**src/rtl/block_row_drawer_if.sv**
```systemverilog
// rtl/block_row_drawer_if.sv - row request and pixel stream bundle between loader, drawer and VGA adapter
interface block_row_drawer_if;
    logic       start;
    logic [7:0] x_in;
    logic [6:0] y_in;
    logic [2:0] colour_in;
    logic [3:0] blocks_in;
    logic [7:0] x_out;
    logic [6:0] y_out;
    logic [2:0] colour_out;
    logic       plot;
    logic       busy;
    logic       done;

    modport master (
        output start, x_in, y_in, colour_in, blocks_in,
        input  x_out, y_out, colour_out, plot, busy, done
    );

    modport slave (
        input  start, x_in, y_in, colour_in, blocks_in,
        output x_out, y_out, colour_out, plot, busy, done
    );
endinterface

```
**src/rtl/block_row_drawer.sv**
```systemverilog
// rtl/block_row_drawer.sv - expands one row of square blocks into a clipped pixel stream
module block_row_drawer #(
    parameter int BLOCK_SIZE = 4,
    parameter int MAX_BLOCKS = 8,
    parameter int SCREEN_W   = 160,
    parameter int SCREEN_H   = 120
) (
    input  logic               clk,
    input  logic               reset,
    block_row_drawer_if.slave  bus
);
    // cx must hold the full row span so the last-column compare never aliases
    localparam int CX_W   = $clog2(MAX_BLOCKS * BLOCK_SIZE + 1);
    localparam int CY_W   = $clog2(BLOCK_SIZE + 1);
    localparam int BS_LOG = $clog2(BLOCK_SIZE);
    localparam logic [3:0]      MAX_B   = 4'(MAX_BLOCKS);
    localparam logic [CY_W-1:0] CY_LAST = CY_W'(BLOCK_SIZE - 1);
    localparam logic [8:0]      LIM_X   = 9'(SCREEN_W);
    localparam logic [7:0]      LIM_Y   = 8'(SCREEN_H);

    typedef enum logic [1:0] {S_IDLE, S_DRAW, S_DONE} state_t;

    state_t          state;
    state_t          state_next;
    logic [7:0]      x0;
    logic [6:0]      y0;
    logic [2:0]      c0;
    logic [CX_W-1:0] span_last;
    logic [CX_W-1:0] cx;
    logic [CY_W-1:0] cy;
    logic            fin;
    logic [3:0]      n_sat;
    logic [CX_W-1:0] span_last_d;
    logic [8:0]      x_sum;
    logic [7:0]      y_sum;

    // Row length clamp: zero still draws one block, oversize saturates
    always_comb begin
        n_sat = bus.blocks_in;
        if (bus.blocks_in == 4'd0) begin
            n_sat = 4'd1;
        end else if (bus.blocks_in > MAX_B) begin
            n_sat = MAX_B;
        end
        span_last_d = (CX_W'(n_sat) << BS_LOG) - CX_W'(1);
    end

    // Pixel coordinate with one extra bit so overflow clips instead of wrapping
    always_comb begin
        x_sum = {1'b0, x0} + 9'(cx);
        y_sum = {1'b0, y0} + 8'(cy);
    end

    // State register
    always_ff @(posedge clk or negedge reset) begin
        if (!reset) begin
            state <= S_IDLE;
        end else begin
            state <= state_next;
        end
    end

    // Next state: fin marks that the last pixel is already on the outputs
    always_comb begin
        state_next = state;
        case (state)
            S_IDLE:  if (bus.start) state_next = S_DRAW;
            S_DRAW:  if (fin) state_next = S_DONE;
            S_DONE:  state_next = S_IDLE;
            default: state_next = S_IDLE;
        endcase
    end

    // Row latch, scan counters and registered pixel outputs
    always_ff @(posedge clk or negedge reset) begin
        if (!reset) begin
            x0             <= '0;
            y0             <= '0;
            c0             <= '0;
            span_last      <= '0;
            cx             <= '0;
            cy             <= '0;
            fin            <= 1'b0;
            bus.x_out      <= '0;
            bus.y_out      <= '0;
            bus.colour_out <= '0;
            bus.plot       <= 1'b0;
            bus.busy       <= 1'b0;
            bus.done       <= 1'b0;
        end else begin
            case (state)
                S_IDLE: begin
                    bus.plot <= 1'b0;
                    bus.done <= 1'b0;
                    fin      <= 1'b0;
                    if (bus.start) begin
                        x0        <= bus.x_in;
                        y0        <= bus.y_in;
                        c0        <= bus.colour_in;
                        span_last <= span_last_d;
                        cx        <= '0;
                        cy        <= '0;
                        bus.busy  <= 1'b1;
                    end else begin
                        bus.busy  <= 1'b0;
                    end
                end
                S_DRAW: begin
                    bus.busy <= 1'b1;
                    if (fin) begin
                        bus.plot <= 1'b0;
                        bus.done <= 1'b1;
                    end else begin
                        bus.x_out      <= x_sum[7:0];
                        bus.y_out      <= y_sum[6:0];
                        bus.colour_out <= c0;
                        bus.plot       <= (x_sum < LIM_X) && (y_sum < LIM_Y);
                        if (cx == span_last) begin
                            cx <= '0;
                            if (cy == CY_LAST) begin
                                fin <= 1'b1;
                            end else begin
                                cy <= cy + CY_W'(1);
                            end
                        end else begin
                            cx <= cx + CX_W'(1);
                        end
                    end
                end
                default: begin
                    bus.plot <= 1'b0;
                    bus.done <= 1'b0;
                    bus.busy <= 1'b0;
                    fin      <= 1'b0;
                end
            endcase
        end
    end
endmodule
```
**src/flat_wrapper.sv**
```systemverilog
// flat-port wrapper written by rule: the top's interface ports become plain ports
module block_row_drawer_flat 
#(
    parameter int BLOCK_SIZE = 4,
    parameter int MAX_BLOCKS = 8,
    parameter int SCREEN_W   = 160,
    parameter int SCREEN_H   = 120
)
  (clk, reset, bus_start, bus_x_in, bus_y_in, bus_colour_in, bus_blocks_in, bus_x_out, bus_y_out, bus_colour_out, bus_plot, bus_busy, bus_done);
  block_row_drawer_if bus_i ();
  input  logic clk;
  input  logic reset;
  input wire logic [$bits(bus_i.start)-1:0] bus_start;
  input wire logic [$bits(bus_i.x_in)-1:0] bus_x_in;
  input wire logic [$bits(bus_i.y_in)-1:0] bus_y_in;
  input wire logic [$bits(bus_i.colour_in)-1:0] bus_colour_in;
  input wire logic [$bits(bus_i.blocks_in)-1:0] bus_blocks_in;
  output wire logic [$bits(bus_i.x_out)-1:0] bus_x_out;
  output wire logic [$bits(bus_i.y_out)-1:0] bus_y_out;
  output wire logic [$bits(bus_i.colour_out)-1:0] bus_colour_out;
  output wire logic [$bits(bus_i.plot)-1:0] bus_plot;
  output wire logic [$bits(bus_i.busy)-1:0] bus_busy;
  output wire logic [$bits(bus_i.done)-1:0] bus_done;
  assign bus_i.start = bus_start;
  assign bus_i.x_in = bus_x_in;
  assign bus_i.y_in = bus_y_in;
  assign bus_i.colour_in = bus_colour_in;
  assign bus_i.blocks_in = bus_blocks_in;
  assign bus_x_out = bus_i.x_out;
  assign bus_y_out = bus_i.y_out;
  assign bus_colour_out = bus_i.colour_out;
  assign bus_plot = bus_i.plot;
  assign bus_busy = bus_i.busy;
  assign bus_done = bus_i.done;
  block_row_drawer #(.BLOCK_SIZE(BLOCK_SIZE), .MAX_BLOCKS(MAX_BLOCKS), .SCREEN_W(SCREEN_W), .SCREEN_H(SCREEN_H)) u_core (.clk(clk), .reset(reset), .bus(bus_i));
endmodule
```
**config.mk**
```make
export PLATFORM = sky130hd
export DESIGN_NAME = block_row_drawer_flat
export DESIGN_NICKNAME = d
export VERILOG_FILES = /design/src/rtl/block_row_drawer_if.sv /design/src/rtl/block_row_drawer.sv /design/src/flat_wrapper.sv
export SDC_FILE = /design/constraint.sdc
export NUM_CORES = 1
export LEC_CHECK = 0
export ABC_CLOCK_PERIOD_IN_PS = 6700
export CORE_MARGIN = 2
export CORE_UTILIZATION = 50
export CTS_BUF_LIST = sky130_fd_sc_hd__clkbuf_4 sky130_fd_sc_hd__clkbuf_8
export DETAILED_ROUTE_END_ITERATION = 7
export PLACE_DENSITY = 0.87
export SLEW_MARGIN = 20
export SYNTH_ARGS = -nofsm -noshare
export SYNTH_HDL_FRONTEND = slang
export SYNTH_SLANG_ARGS = --single-unit
```
**constraint.sdc**
```tcl
create_clock -name clk -period 6.7 [get_ports clk]
set_clock_uncertainty 0.2 [all_clocks]
set_input_delay 1.34 -clock clk [delete_from_list [all_inputs] [get_ports clk]]
set_output_delay 1.34 -clock clk [all_outputs]
set_load 0.1 [all_outputs]
```
; After elaboration in Yosys (flattened, before gate mapping)
; Cells that the tools add are included.
[totals]
register_bits = 57
out_inout_bits = 21
word_cells = 64
[classes]
add_sub_neg = 5
magnitude_cmp = 3
eq_ne = 8
n_mux = 24
bitwise_logic = 1
n_reduce_logical = 9
[op_table]
columns = operator, count
row1 = 6-bit 2-to-1 mux, 3
row2 = 3-bit 2-to-1 mux, 4
row3 = 6-bit one-hot mux with 2 select lines, 1
row4 = 8-bit by 6-bit adder with 9-bit output, 1
row5 = 9-bit by 8-bit < comparator with 1-bit output (second input constant), 1
row6 = 1-bit 2-to-1 mux, 9
row7 = 7-bit by 3-bit adder with 8-bit output, 1
row8 = 8-bit by 7-bit < comparator with 1-bit output (second input constant), 1
row9 = 4-bit 2-to-1 mux, 2
row10 = 6-bit by 1-bit adder with 6-bit output (second input constant), 1
row11 = 6-bit equality test, 1
row12 = 2-bit != test (second input constant), 3
row13 = 3-bit one-hot mux with 2 select lines, 1
row14 = 2-bit AND reduction, 3
row15 = 6-bit by 1-bit subtractor with 6-bit output (second input constant), 1
row16 = 5-bit AND reduction, 1
row17 = 4-bit > comparator (second input constant), 1
row18 = 4-bit logical NOT, 1
row19 = 2-bit 2-to-1 mux, 2
row20 = 2-bit by 1-bit != test with 1-bit output (second input constant), 2
row21 = 2-bit one-hot mux with 2 select lines, 1
row22 = 3-bit by 1-bit adder with 3-bit output (second input constant), 1
row23 = 3-bit by 2-bit equality test with 1-bit output (second input constant), 1
row24 = 3-bit AND reduction, 1
row25 = 6 further kinds, 6

; Depth between registers and ports, before layout
; Gate-level depths: netlist of the first run.
[depth]
word_depth = 5
ltp_mapped = 8
ltp_nobuf = 8

; Worst setup path before layout of the first run
; Ideal clock, no wire load.
[synth_path]
path_type = input to register
from = input port bus_start
to = register u_core.c0[2]
setup_ps = 125
arrival_ps = 2264
t_required_ps = 6375
setup_slack_ps = 4111
stages = 4
cell_sequence = nor3b_1 > buf_2 > buf_2 > mux2_2
[synth_between]
elab_chain_cells = 1
[synth_lines]
columns = item, line
row1 = start: declaration, flat_wrapper.sv:13  ; input wire logic [$bits(bus_i.start)-1:0] bus_start;
row2 = 2-bit AND reduction (no line), --
row3 = end signal: assignment, block_row_drawer.sv:99  ; c0 <= bus.colour_in;
row4 = end: declaration, block_row_drawer.sv:27  ; logic [2:0] c0;
; No other way between the ends.
; A chain may end at the register's enable or synchronous reset.

; Worst setup path in the final report of the first run
[layout_path]
from = register u_core.bus.x_out[1]
to = output port bus_x_out[1]
[layout_lines]
columns = item, line
row1 = start: declaration, block_row_drawer_if.sv:22  ; output x_out, y_out, colour_out, plot, busy, done
row2 = start signal: assignment, block_row_drawer.sv:114  ; bus.x_out <= x_sum[7:0];
row3 = end: declaration, flat_wrapper.sv:18  ; output wire logic [$bits(bus_i.x_out)-1:0] bus_x_out;
; No word-level cell between the ends.

==> results.tsv, run 1 <==
stage	metric	value	unit
grt	largest net degree at the start of global routing	57	
die	Initial Utilization	0.5117	
clock_tree	deepest clock path buffer count	2	
sta	Worst Slack Setup Final	3335	ps
sta	final setup fails	0	
run_status	status	finished clean	
sta	worst slew pin tran	972.5	ps
clock_tree	H-tree depth	2	
final_layout	nets	346	
worst_setup_path	R2R Path Start	u_core.cx[0]$_DFFE_PN0P_	
grt	Global Route Usage Sum	0.1929	
pwr	Max VDD drop	0.3085	mV
min_path	hold path startpoint	u_core.bus.y_out[0]$_DFFE_PN0P_	
synth	Mapped Nets	298	
clock_tree	postcts setup bufs	0	
sta	RSZ-0062 raised after global routing	no	
worst_setup_path	Worst Path Buf+Inv	1	
final_layout	Non-Filler Instances	379	
sta	max frequency	297.2	MHz
route	routed len/inst	13.97	µm
placement	gp weighted congestion	0.8395	
route	DR pass1 iterations	6	
synth	Post-synth ARST share	1.000	
final_layout	share of cells above drive strength 1	0.1498	
placement	HPWL after detailed placement	3808	µm
sta	Tcrit/Tclk final	0.5023	
worst_setup_path	worst path cell trace	clkdlybuf4s50_1	
grt	Overflow after GRT	0	
synth	Cells after Synth	258	
sta	total negative setup slack	0	ps
die	die height	78.84	µm
worst_setup_path	largest fanout on the critical path	2	
route	drt drc	0	
pwr	Pint	936.4	µW
sta	clock period minus worst slack	3365	ps
clock_tree	clock tree from TritonCTS	yes	
pwr	switching share of power	0.4842	
final_layout	# diodes	0	
route	Routed Antenna Nets	0	
worst_setup_path	worst r2r path cells	8	
pwr	pwr dens	526.1	nW/µm²
final_layout	number of fill cells	455	
sta	Hold WS	277.8	ps
clock_tree	CTS Root Cell	clkbuf_8	
placement	DP Area	3324	µm²
synth	Mapped Area	2800	µm²
worst_setup_path	Reg-to-Reg End	u_core.bus.plot$_DFF_PN0_	
synth	Synth cell types	47	
min_path	hold path depth	2	
clock_tree	cts hold-fix bufs	0	
min_path	hold-critical path endpoint	u_core.bus.y_out[0]$_DFFE_PN0P_	
synth	Mean Syn Cell Area	10.85	µm²
synth	Ys Warns	0	
pwr	Psw	878.9	µW
clock_tree	CTS sink count	56	
synth	Main synth FF type	dfrtp_1	
final_layout	Finished Core Util	0.6305	
final_layout	post-route cell area	3451	µm²
worst_setup_path	Worst EP arrival	1830	ps
pwr	sequential share of power	0.313	
sta	Final Hold Fails	0	
clock_tree	Worst-Skew Late Latency	300	ps
die	Die ar.	6215	µm²
sta	final slew viol count	0	
synth	Seq/Total Area, Yosys	0.5004	
worst_setup_path	Critical Path Start Type	flip-flop	
route	vias per cell	5.335	
pwr	P_leak	1.507	nW
grt	first-pass GRT wire length	9418	µm
worst_setup_path	CP Capture Type	output port	
die	core area	5473	µm²
route	vias	2022	
die	I/O pin count	46	
grt	vias in the first global route	2083	
min_path	Hold Crit Class	flip-flop to flip-flop	
synth	top cell type's share of synthesized area	0.5004	
final_layout	most frequent cells in the layout	dfrtp_1, clkdlybuf4s50_1, nand2_1	
pwr	Clk pwr share	0.130	
worst_setup_path	CP max stage cell	clkdlybuf4s50_1	
pwr	combinational cell fraction of total power	0.557	
synth	post-synth top area cell	dfrtp_1	
sta	max-slew headroom at the worst pin	0.3497	
synth	main area contributors after synthesis	dfrtp_1, mux2_2, ha_1	
worst_setup_path	CP max stage delay	1140	ps
clock_tree	CTS buffer count	5	
route	initial drt markers	91	
pwr	Tot Pwr	1.815	mW
worst_setup_path	Worst EP required	5160	ps
worst_setup_path	worst reg2reg setup slack	4110	ps
placement	pre-CTS WS	3361	ps
die	Die W	78.84	µm
grt	initial antenna violation count	0	
worst_setup_path	crit-path leading delay family	buffers and inverters	
clock_tree	cts repair resizes	0	
clock_tree	Clk pin slew, worst setup/hold paths	90	ps
final_layout	most common cell after layout, fill and taps aside	dfrtp_1	
synth	Synth Register Bits	56	
run	maxcap violations	0	
final_layout	Area growth syn-to-layout	23.24	%
synth	Post-synth EDFFs	0	
route	wirelength, routed	5294	µm
die	# rows	27	
placement	port buffer count	45	
worst_setup_path	Crit Path Category	flip-flop to output port	
placement	placed cell count	371	
worst max-delay path by stage:
stage | from | to | slack [ps] | cells after the start
after global routing | u_core.bus.y_out[2]$_DFFE_PN0P_ | bus_y_out[2] | 3290 | 1
after global placement | bus_start | u_core.cy[0]$_DFFE_PN0P_ | 3410 | 7
final | u_core.bus.x_out[1]$_DFFE_PN0P_ | bus_x_out[1] | 3330 | 1
after CTS | u_core.bus.x_out[5]$_DFFE_PN0P_ | bus_x_out[5] | 3330 | 1
after floorplan | bus_start | u_core.c0[2]$_DFFE_PN0P_ | 4110 | 4
after detailed placement | bus_start | u_core.cy[0]$_DFFE_PN0P_ | 3360 | 7
kinds of logic (layout without fill, tap and decap cells):
logic type | count (synthesis) | count (layout) | synth area share
AND/OR/NAND/NOR | 83 | 83 | 0.1443
AO/OA/AOI/OAI | 53 | 53 | 0.1309
adder cells (fa/ha/maj) | 15 | 15 | 0.07239
multiplexers | 21 | 21 | 0.08401
XOR/XNOR | 13 | 13 | 0.04066
flip-flops | 56 | 56 | 0.5004
buffers and inverters | 17 | 66 | 0.02726
Yosys cell counts, types with 2 or more instances:
| cell type | n |
|---|---|
| xor2_1 | 4 |
| nand2b_1 | 7 |
| xnor2_1 | 9 |
| buf_2 | 4 |
| fa_1 | 2 |
| and3_1 | 2 |
| or2_2 | 2 |
| o21ai_1 | 2 |
| o2bb2ai_1 | 2 |
| nand2_1 | 35 |
| nand3_1 | 6 |
| inv_1 | 9 |
| a21o_1 | 4 |
| dfrtp_1 | 56 |
| nor2_1 | 15 |
| ha_1 | 13 |
| a21oi_1 | 12 |
| o21ai_0 | 18 |
| nor2b_1 | 4 |
| clkbuf_1 | 2 |
| a22o_1 | 2 |
| mux2_2 | 20 |
| nor3_1 | 4 |
sequential cells by signal, indices dropped and copies added, names as in the netlist:
| name | flops |
|---|---|
| u_core.state | 2 |
| u_core.cy | 3 |
| u_core.c0 | 3 |
| u_core.y0 | 7 |
| u_core.bus.busy | 1 |
| u_core.bus.plot | 1 |
| u_core.bus.y_out | 7 |
| u_core.bus.x_out | 8 |
| u_core.bus.done | 1 |
| u_core.fin | 1 |
| u_core.bus.colour_out | 3 |
| u_core.cx | 6 |
| u_core.x0 | 8 |
| u_core.span_last | 5 |
routing by layer:
layer	GRT usage	routed length (µm)	share of wire
met1	0.2440	2366	0.45
met2	0.3316	2588	0.49
met3	0.03750	212	0.040
met4	0.06897	126	0.024
met5	0	0	0
layout make-up:
cell class              count  area [µm²]  share of cell area
clock buffers               7       96.34             0.02792
clock inverters             1       30.03            0.008702
inverters                  10       37.54             0.01088
multi-input cells         185        1328              0.3847
flip-flops and latches     56        1401              0.4061
well taps                  72       90.09             0.02611
repair buffers             48       467.9              0.1356
power groups by stage:
stage / registers (mW) / clock network [mW] / logic, mW
finish: 0.567 / 0.236 / 1.01
global route: 0.589 / 0.258 / 1.08
CTS: 0.568 / 0.243 / 1.02
detailed placement: 0.576 / 0 / 1.01
global placement: 0.569 / 0 / 0.981
floorplan: 0.965 / 0 / 0.389
Power figures use the tool's default switching activity.
==> inputs of run 2 (changes only) <==
Settings changed: ABC_CLOCK_PERIOD_IN_PS 6700 to 3100.
Clock period 6.7 ns to 3.1 ns, I/O delays scaled along.
==> run 2 against run 1 <==
Net effect: die area stayed put; count of clock-buffer cells in the layout shrank 2; cell count increased by 0.79%; sequential share of layout area increased by 0.77 points; total power rose by 110%; register-to-register slack got worse by 3500 ps; clock power is 69% higher; via count shrank 0.45%; design area shrank 1.8%; critical path type is now flip-flop to flip-flop; critical endpoint is now u_core.bus.plot$_DFF_PN0_; largest cell class unchanged; highest routed layer unchanged.
==> results.tsv, run 2 (same netlist as run 1, synthesis figures left out) <==
stage	metric	value	unit	change
worst_setup_path	Worst Path Buf+Inv	1		unchanged
worst_setup_path	Stages on worst setup path	8		was 1
final_layout	most frequent cells in the layout	dfrtp_1, nand2_1, buf_4		was dfrtp_1, clkdlybuf4s50_1, nand2_1
worst_setup_path	Reg-to-Reg End	u_core.bus.plot$_DFF_PN0_		unchanged
clock_tree	cts repair resizes	0		unchanged
route	wirelength, routed	5480	µm	was 5294 µm
pwr	Pint	1.856	mW	was 936.4 µW
route	met2 wire length	2820	µm	was 2588 µm
final_layout	Area growth syn-to-layout	20.96	%	was 23.24%
clock_tree	postcts setup bufs	0		unchanged
pwr	combinational cell fraction of total power	0.565		was 0.557
clock_tree	CTS sink count	56		unchanged
min_path	Hold Crit Class	input pin to async pin		was flip-flop to flip-flop
final_layout	most common cell after layout, fill and taps aside	dfrtp_1		unchanged
pwr	Clk pwr share	0.106		was 0.130
worst_setup_path	crit-path leading delay family	adder cells		was buffers and inverters
pwr	switching share of power	0.5085		was 0.4842
route	M1 WL	2391	µm	was 2366 µm
worst_setup_path	CP Capture Type	flip-flop		was output port
worst_setup_path	worst path cell trace	ha_1, inv_1, fa_1, nor2b_4, o31ai_2, a21oi_2, mux2_2, a221oi_2		was clkdlybuf4s50_1
sta	total negative setup slack	0	ps	unchanged
placement	port buffer count	45		unchanged
final_layout	number of fill cells	473		was 455
pwr	Psw	1.920	mW	was 878.9 µW
final_layout	nets	349		was 346
placement	DP Area	3294	µm²	was 3324 µm²
sta	final setup fails	0		unchanged
grt	Overflow after GRT	0		unchanged
placement	HPWL after detailed placement	4255	µm	was 3808 µm
worst_setup_path	worst r2r path cells	8		unchanged
route	Routed Antenna Nets	0		unchanged
pwr	sequential share of power	0.329		was 0.313
clock_tree	CTS buffer count	5		unchanged
clock_tree	cts hold-fix bufs	0		unchanged
die	Die W	78.84	µm	unchanged
worst_setup_path	Critical Path Start Type	flip-flop		unchanged
sta	clock period minus worst slack	2468	ps	
grt	Global Route Usage Sum	0.1953		was 0.1929
worst_setup_path	largest fanout on the critical path	7		was 2
route	DR pass1 iterations	5		was 6
route	metal3 WL	204	µm	was 212 µm
clock_tree	Clk pin slew, worst setup/hold paths	100	ps	was 90 ps
die	I/O pin count	46		unchanged
run	maxcap violations	0		unchanged
placement	gp weighted congestion	0.8211		was 0.8395
clock_tree	deepest clock path buffer count	2		unchanged
route	routed len/inst	14.35	µm	was 13.97 µm
final_layout	share of cells above drive strength 1	0.2258		was 0.1498
sta	max frequency	405.1	MHz	
grt	initial antenna violation count	0		unchanged
die	die height	78.84	µm	unchanged
sta	final slew viol count	0		unchanged
worst_setup_path	Worst EP required	3130	ps	was 5160 ps
sta	worst slew pin tran	454.0	ps	was 972.5 ps
worst_setup_path	Crit Path Category	flip-flop to flip-flop		was flip-flop to output port
worst_setup_path	CP max stage delay	480	ps	was 1140 ps
final_layout	post-route cell area	3387	µm²	was 3451 µm²
clock_tree	clock tree from TritonCTS	yes		unchanged
pwr	pwr dens	1115	nW/µm²	was 526.1 nW/µm²
route	drt drc	0		unchanged
sta	Tcrit/Tclk final	0.7963		
grt	first-pass GRT wire length	9439	µm	was 9418 µm
final_layout	Largest regs	u_core.bus.x_out (8), u_core.x0 (8)		unchanged
clock_tree	Worst-Skew Late Latency	310	ps	was 300 ps
run_status	status	finished clean		unchanged
pwr	Max VDD drop	0.7832	mV	was 0.3085 mV
die	Initial Utilization	0.5117		unchanged
sta	RSZ-0062 raised after global routing	no		unchanged
route	vias	2013		was 2022
clock_tree	CTS Root Cell	clkbuf_8		unchanged
route	initial drt markers	91		unchanged
worst_setup_path	Worst EP arrival	2500	ps	was 1830 ps
die	core area	5473	µm²	unchanged
worst_setup_path	CP max stage cell	fa_1		was clkdlybuf4s50_1
clock_tree	H-tree depth	2		unchanged
die	# rows	27		unchanged
worst_setup_path	R2R Path Start	u_core.cx[0]$_DFFE_PN0P_		unchanged
sta	Final Hold Fails	0		unchanged
die	Die ar.	6215	µm²	unchanged
final_layout	# diodes	0		unchanged
worst_setup_path	worst reg2reg setup slack	630	ps	was 4110 ps
route	Top Layer Used	met4		unchanged
pwr	P_leak	1.520	nW	was 1.507 nW
route	vias per cell	5.270		was 5.335
grt	vias in the first global route	2041		was 2083
sta	max-slew headroom at the worst pin	0.6945		was 0.3497
grt	largest net degree at the start of global routing	26		was 57
## run 2: layout make-up
| type | instances | area (µm²) | share of cell area |
|---|---|---|---|
| Sequential cell | 56 | 1401 | 0.4137 |
| Multi-Input combinational cell | 185 | 1328 | 0.3919 |
| Timing Repair Buffer | 51 | 437.9 | 0.1293 |
| Tap cell | 72 | 90.09 | 0.02660 |
| Clock buffer | 5 | 68.82 | 0.02032 |
| Inverter | 10 | 37.54 | 0.01108 |
| Clock inverter | 3 | 23.77 | 0.007019 |
## run 2: through the flow
| stage | total power, mW | util | setup WS [ps] | instances | hold slack (ps) |
|---|---|---|---|---|---|
| finish | 3.776 | 0.6189 | 631.6 | 382 | 38.89 |
| global route | 4.008 | 0.6189 | 491.8 | 382 | 75.35 |
| CTS | 3.793 | 0.6189 | 622.6 | 382 | 54.09 |
| detailed placement | 3.397 | 0.6020 | 643.9 | 374 | 258.9 |
| global placement | 3.323 | 0.6020 | 707.1 | 374 | 244.9 |
| floorplan | 2.925 | - | 775.4 | 258 | 124.4 |
## run 2: how the worst max path moves through the flow
| stage | startpoint | to |
|---|---|---|
| 2_1_floorplan | u_core.cx[0]$_DFFE_PN0P_ | u_core.bus.plot$_DFF_PN0_ |
| 3_3_place_gp | u_core.cx[0]$_DFFE_PN0P_ | u_core.bus.plot$_DFF_PN0_ |
| 3_5_place_dp | u_core.cx[0]$_DFFE_PN0P_ | u_core.bus.plot$_DFF_PN0_ |
| 4_1_cts | u_core.cx[0]$_DFFE_PN0P_ | u_core.bus.plot$_DFF_PN0_ |
| 5_1_grt | u_core.cx[0]$_DFFE_PN0P_ | u_core.bus.plot$_DFF_PN0_ |
| 6_report | u_core.cx[0]$_DFFE_PN0P_ | u_core.bus.plot$_DFF_PN0_ |
## run 2: metal layers
layer / up-vias / GRT usage
li1: 992 / -
met1: 975 / 0.2382
met2: 40 / 0.3564
met3: 6 / 0.03864
met4: 0 / 0.04655
met5: - / 0
## run 2: power by group through the flow
stage	Clock (mW)	Combinational, mW	Sequential (mW)
after detailed placement	0	2.14	1.26
after global routing	0.442	2.28	1.28
after CTS	0.408	2.15	1.24
after floorplan	0	0.840	2.09
final	0.400	2.14	1.24
after global placement	0	2.09	1.24
## run 2: worst register-to-register path: stages (launching register included)
cell      delay [ps]
dfrtp_1          450
ha_1             210
inv_1             70
fa_1             480
nor2b_4          140
o31ai_2           80
a21oi_2          200
mux2_2           360
a221oi_2         200
==> inputs of run 3 (changes only) <==
Settings changed: ABC_CLOCK_PERIOD_IN_PS 3100 to 2400.
Clock period 3.1 ns to 2.4 ns, I/O delays scaled along.
==> run 3 against run 2 <==
Net effect: combinational power rose by 31%; die area did not move; register-to-register slack got worse by 530 ps; cell count rose by 0.52%; flip-flop and latch count did not move; non-clock buffer count rose by 2; worst setup slack got worse by 530 ps; fmax rose by 7.3%; design area rose by 0.52%; via count rose by 1.8%; utilization rose by 0.32 points.
==> results.tsv, run 3 (same netlist as run 1, synthesis figures left out) <==
stage	metric	value	unit	change
route	DR pass1 iterations	4		was 5
die	I/O pin count	46		unchanged
placement	DP Area	3294	µm²	unchanged
final_layout	post-route cell area	3405	µm²	was 3387 µm²
grt	largest net degree at the start of global routing	57		was 26
placement	port buffer count	45		unchanged
final_layout	most frequent cells in the layout	dfrtp_1, nand2_1, buf_4		unchanged
die	die height	78.84	µm	unchanged
sta	total negative setup slack	0	ps	unchanged
route	wirelength, routed	5193	µm	was 5480 µm
final_layout	nets	351		was 349
final_layout	most common cell after layout, fill and taps aside	dfrtp_1		unchanged
final_layout	Area growth syn-to-layout	21.58	%	was 20.96%
worst_setup_path	Worst EP required	2430	ps	was 3130 ps
route	routed len/inst	13.52	µm	was 14.35 µm
pwr	Tot Pwr	4.911	mW	was 3.776 mW
sta	Final Hold Fails	0		unchanged
sta	clock period minus worst slack	2301	ps	was 2468 ps
worst_setup_path	Reg-to-Reg End	u_core.bus.plot$_DFF_PN0_		unchanged
clock_tree	Clk pin slew, worst setup/hold paths	100	ps	about the same
sta	final setup fails	0		unchanged
placement	pre-CTS WS	32.24	ps	was 643.9 ps
run_status	status	finished clean		unchanged
die	core area	5473	µm²	unchanged
clock_tree	CTS Root Cell	clkbuf_8		unchanged
sta	max frequency	434.5	MHz	was 405.1 MHz
final_layout	share of cells above drive strength 1	0.2340		was 0.2258
sta	Tcrit/Tclk final	0.9589		was 0.7963
worst_setup_path	CP max stage delay	460	ps	was 480 ps
pwr	combinational cell fraction of total power	0.572		was 0.565
final_layout	register area	1401	µm²	unchanged
final_layout	number of fill cells	456		was 473
die	Initial Utilization	0.5117		unchanged
final_layout	Largest regs	u_core.bus.x_out (8), u_core.x0 (8)		unchanged
worst_setup_path	R2R Path Start	u_core.cx[2]$_DFFE_PN0P_		was u_core.cx[0]$_DFFE_PN0P_
clock_tree	Worst-Skew Late Latency	310	ps	about the same
pwr	switching share of power	0.5056		was 0.5085
grt	first-pass GRT wire length	8776	µm	was 9439 µm
placement	HPWL after detailed placement	3777	µm	was 4255 µm
worst_setup_path	worst reg2reg setup slack	100	ps	was 630 ps
final_layout	multi-input logic area	1330	µm²	was 1328 µm²
worst_setup_path	CP Capture Type	flip-flop		unchanged
pwr	Max VDD drop	0.8802	mV	was 0.7832 mV
route	vias per cell	5.336		was 5.270
clock_tree	clock tree from TritonCTS	yes		unchanged
clock_tree	H-tree depth	2		unchanged
grt	vias in the first global route	1947		was 2041
sta	max-slew headroom at the worst pin	0.5442		was 0.6945
worst_setup_path	largest fanout on the critical path	6		was 7
worst_setup_path	Worst EP arrival	2330	ps	was 2500 ps
min_path	Hold Crit Class	input pin to async pin		unchanged
die	Die ar.	6215	µm²	unchanged
route	drt drc	0		unchanged
clock_tree	CTS sink count	56		unchanged
pwr	Pint	2.428	mW	was 1.856 mW
final_layout	Non-Filler Instances	384		was 382
sta	final slew viol count	0		unchanged
final_layout	Finished Core Util	0.6221		was 0.6189
placement	gp weighted congestion	0.8137		was 0.8211
sta	Worst Slack Setup Final	98.71	ps	was 631.6 ps
worst_setup_path	CP max stage cell	dfrtp_1		was fa_1
sta	Hold WS	85.33	ps	was 38.89 ps
route	Routed Antenna Nets	0		unchanged
route	initial drt markers	116		was 91
pwr	Clk pwr share	0.106		about the same
die	# rows	27		unchanged
sta	worst slew pin tran	683.7	ps	was 454.0 ps
die	Die W	78.84	µm	unchanged
pwr	Psw	2.483	mW	was 1.920 mW
worst_setup_path	worst r2r path cells	6		was 8
worst_setup_path	Crit Path Category	flip-flop to flip-flop		unchanged
worst_setup_path	Worst Path Buf+Inv	0		was 1
pwr	P_leak	1.529	nW	was 1.520 nW
worst_setup_path	crit-path leading delay family	compound AO/OA/AOI/OAI gates		was adder cells
clock_tree	CTS buffer count	5		unchanged
final_layout	# diodes	0		unchanged
run	maxcap violations	0		unchanged
grt	Global Route Usage Sum	0.1788		was 0.1953
route	vias	2049		was 2013
sta	RSZ-0062 raised after global routing	no		unchanged
pwr	sequential share of power	0.322		was 0.329
grt	initial antenna violation count	0		unchanged
worst_setup_path	Critical Path Start Type	flip-flop		unchanged
placement	placed cell count	374		unchanged
pwr	pwr dens	1443	nW/µm²	was 1115 nW/µm²
grt	Overflow after GRT	0		unchanged
clock_tree	deepest clock path buffer count	2		unchanged
worst_setup_path	worst path cell trace	ha_1, nor2b_4, o31ai_2, a21oi_2, a221o_1, a221oi_2		was ha_1, inv_1, fa_1, nor2b_4, o31ai_2, a21oi_2, mux2_2, a221oi_2
==> run 3: cell count changes in the layout (fill, tap and decap cells not counted), sizes merged <==
cell,before,now
buf,28,30
==> run 3: worst register-to-register path, stage by stage (launching register included) <==
cell and delay (ps):
dfrtp_1 460, ha_1 410, nor2b_4 170, o31ai_2 260, a21oi_2 130, a221o_1 320
a221oi_2 260
==> run 3: metal layers <==
| layer | GRT usage | up-vias | routed length, µm |
|---|---|---|---|
| met1 | 0.2372 | 983 | 2388 |
| met2 | 0.2906 | 61 | 2473 |
| met4 | 0.06034 | 0 | 93 |
| met3 | 0.04205 | 6 | 239 |
| met5 | 0 | - | 0 |
| li1 | - | 999 | - |
==> run 3: timing repair <==
| item | 4_1_cts | 5_1_grt |
|---|---|---|
| resized for setup | 0 | 1 |
| setup buffers | 0 | 2 |
| hold buffers | 0 | 0 |
| setup endpoints to repair | 0 | 1 |
==> run 3: how the worst max path moves through the flow <==
stage	start	endpoint	slack [ps]	depth (start not counted)
after floorplan	u_core.cx[0]$_DFFE_PN0P_	u_core.bus.plot$_DFF_PN0_	80	8
after global routing	u_core.cx[2]$_DFFE_PN0P_	u_core.bus.plot$_DFF_PN0_	30	6
after global placement	u_core.cx[0]$_DFFE_PN0P_	u_core.bus.plot$_DFF_PN0_	120	8
after CTS	u_core.cx[0]$_DFFE_PN0P_	u_core.bus.plot$_DFF_PN0_	10	8
final	u_core.cx[2]$_DFFE_PN0P_	u_core.bus.plot$_DFF_PN0_	100	6
after detailed placement	u_core.cx[0]$_DFFE_PN0P_	u_core.bus.plot$_DFF_PN0_	30	8
==> run 3: cell type report <==
type,instances,share of cell area
clock buffer,5,0.02021
clock inverter,3,0.006983
inverter,10,0.01103
multi-input combinational,185,0.3907
sequential,56,0.4116
tap,72,0.02646
timing repair buffer,53,0.1330
==> run 3: power by group through the flow <==
stage / Combinational, mW / Clock, mW / Sequential [mW]
after floorplan: 1.09 / 0 / 2.69
after global placement: 2.72 / 0 / 1.58
after detailed placement: 2.78 / 0 / 1.60
after CTS: 2.79 / 0.529 / 1.58
after global routing: 3.00 / 0.570 / 1.63
final: 2.81 / 0.522 / 1.58
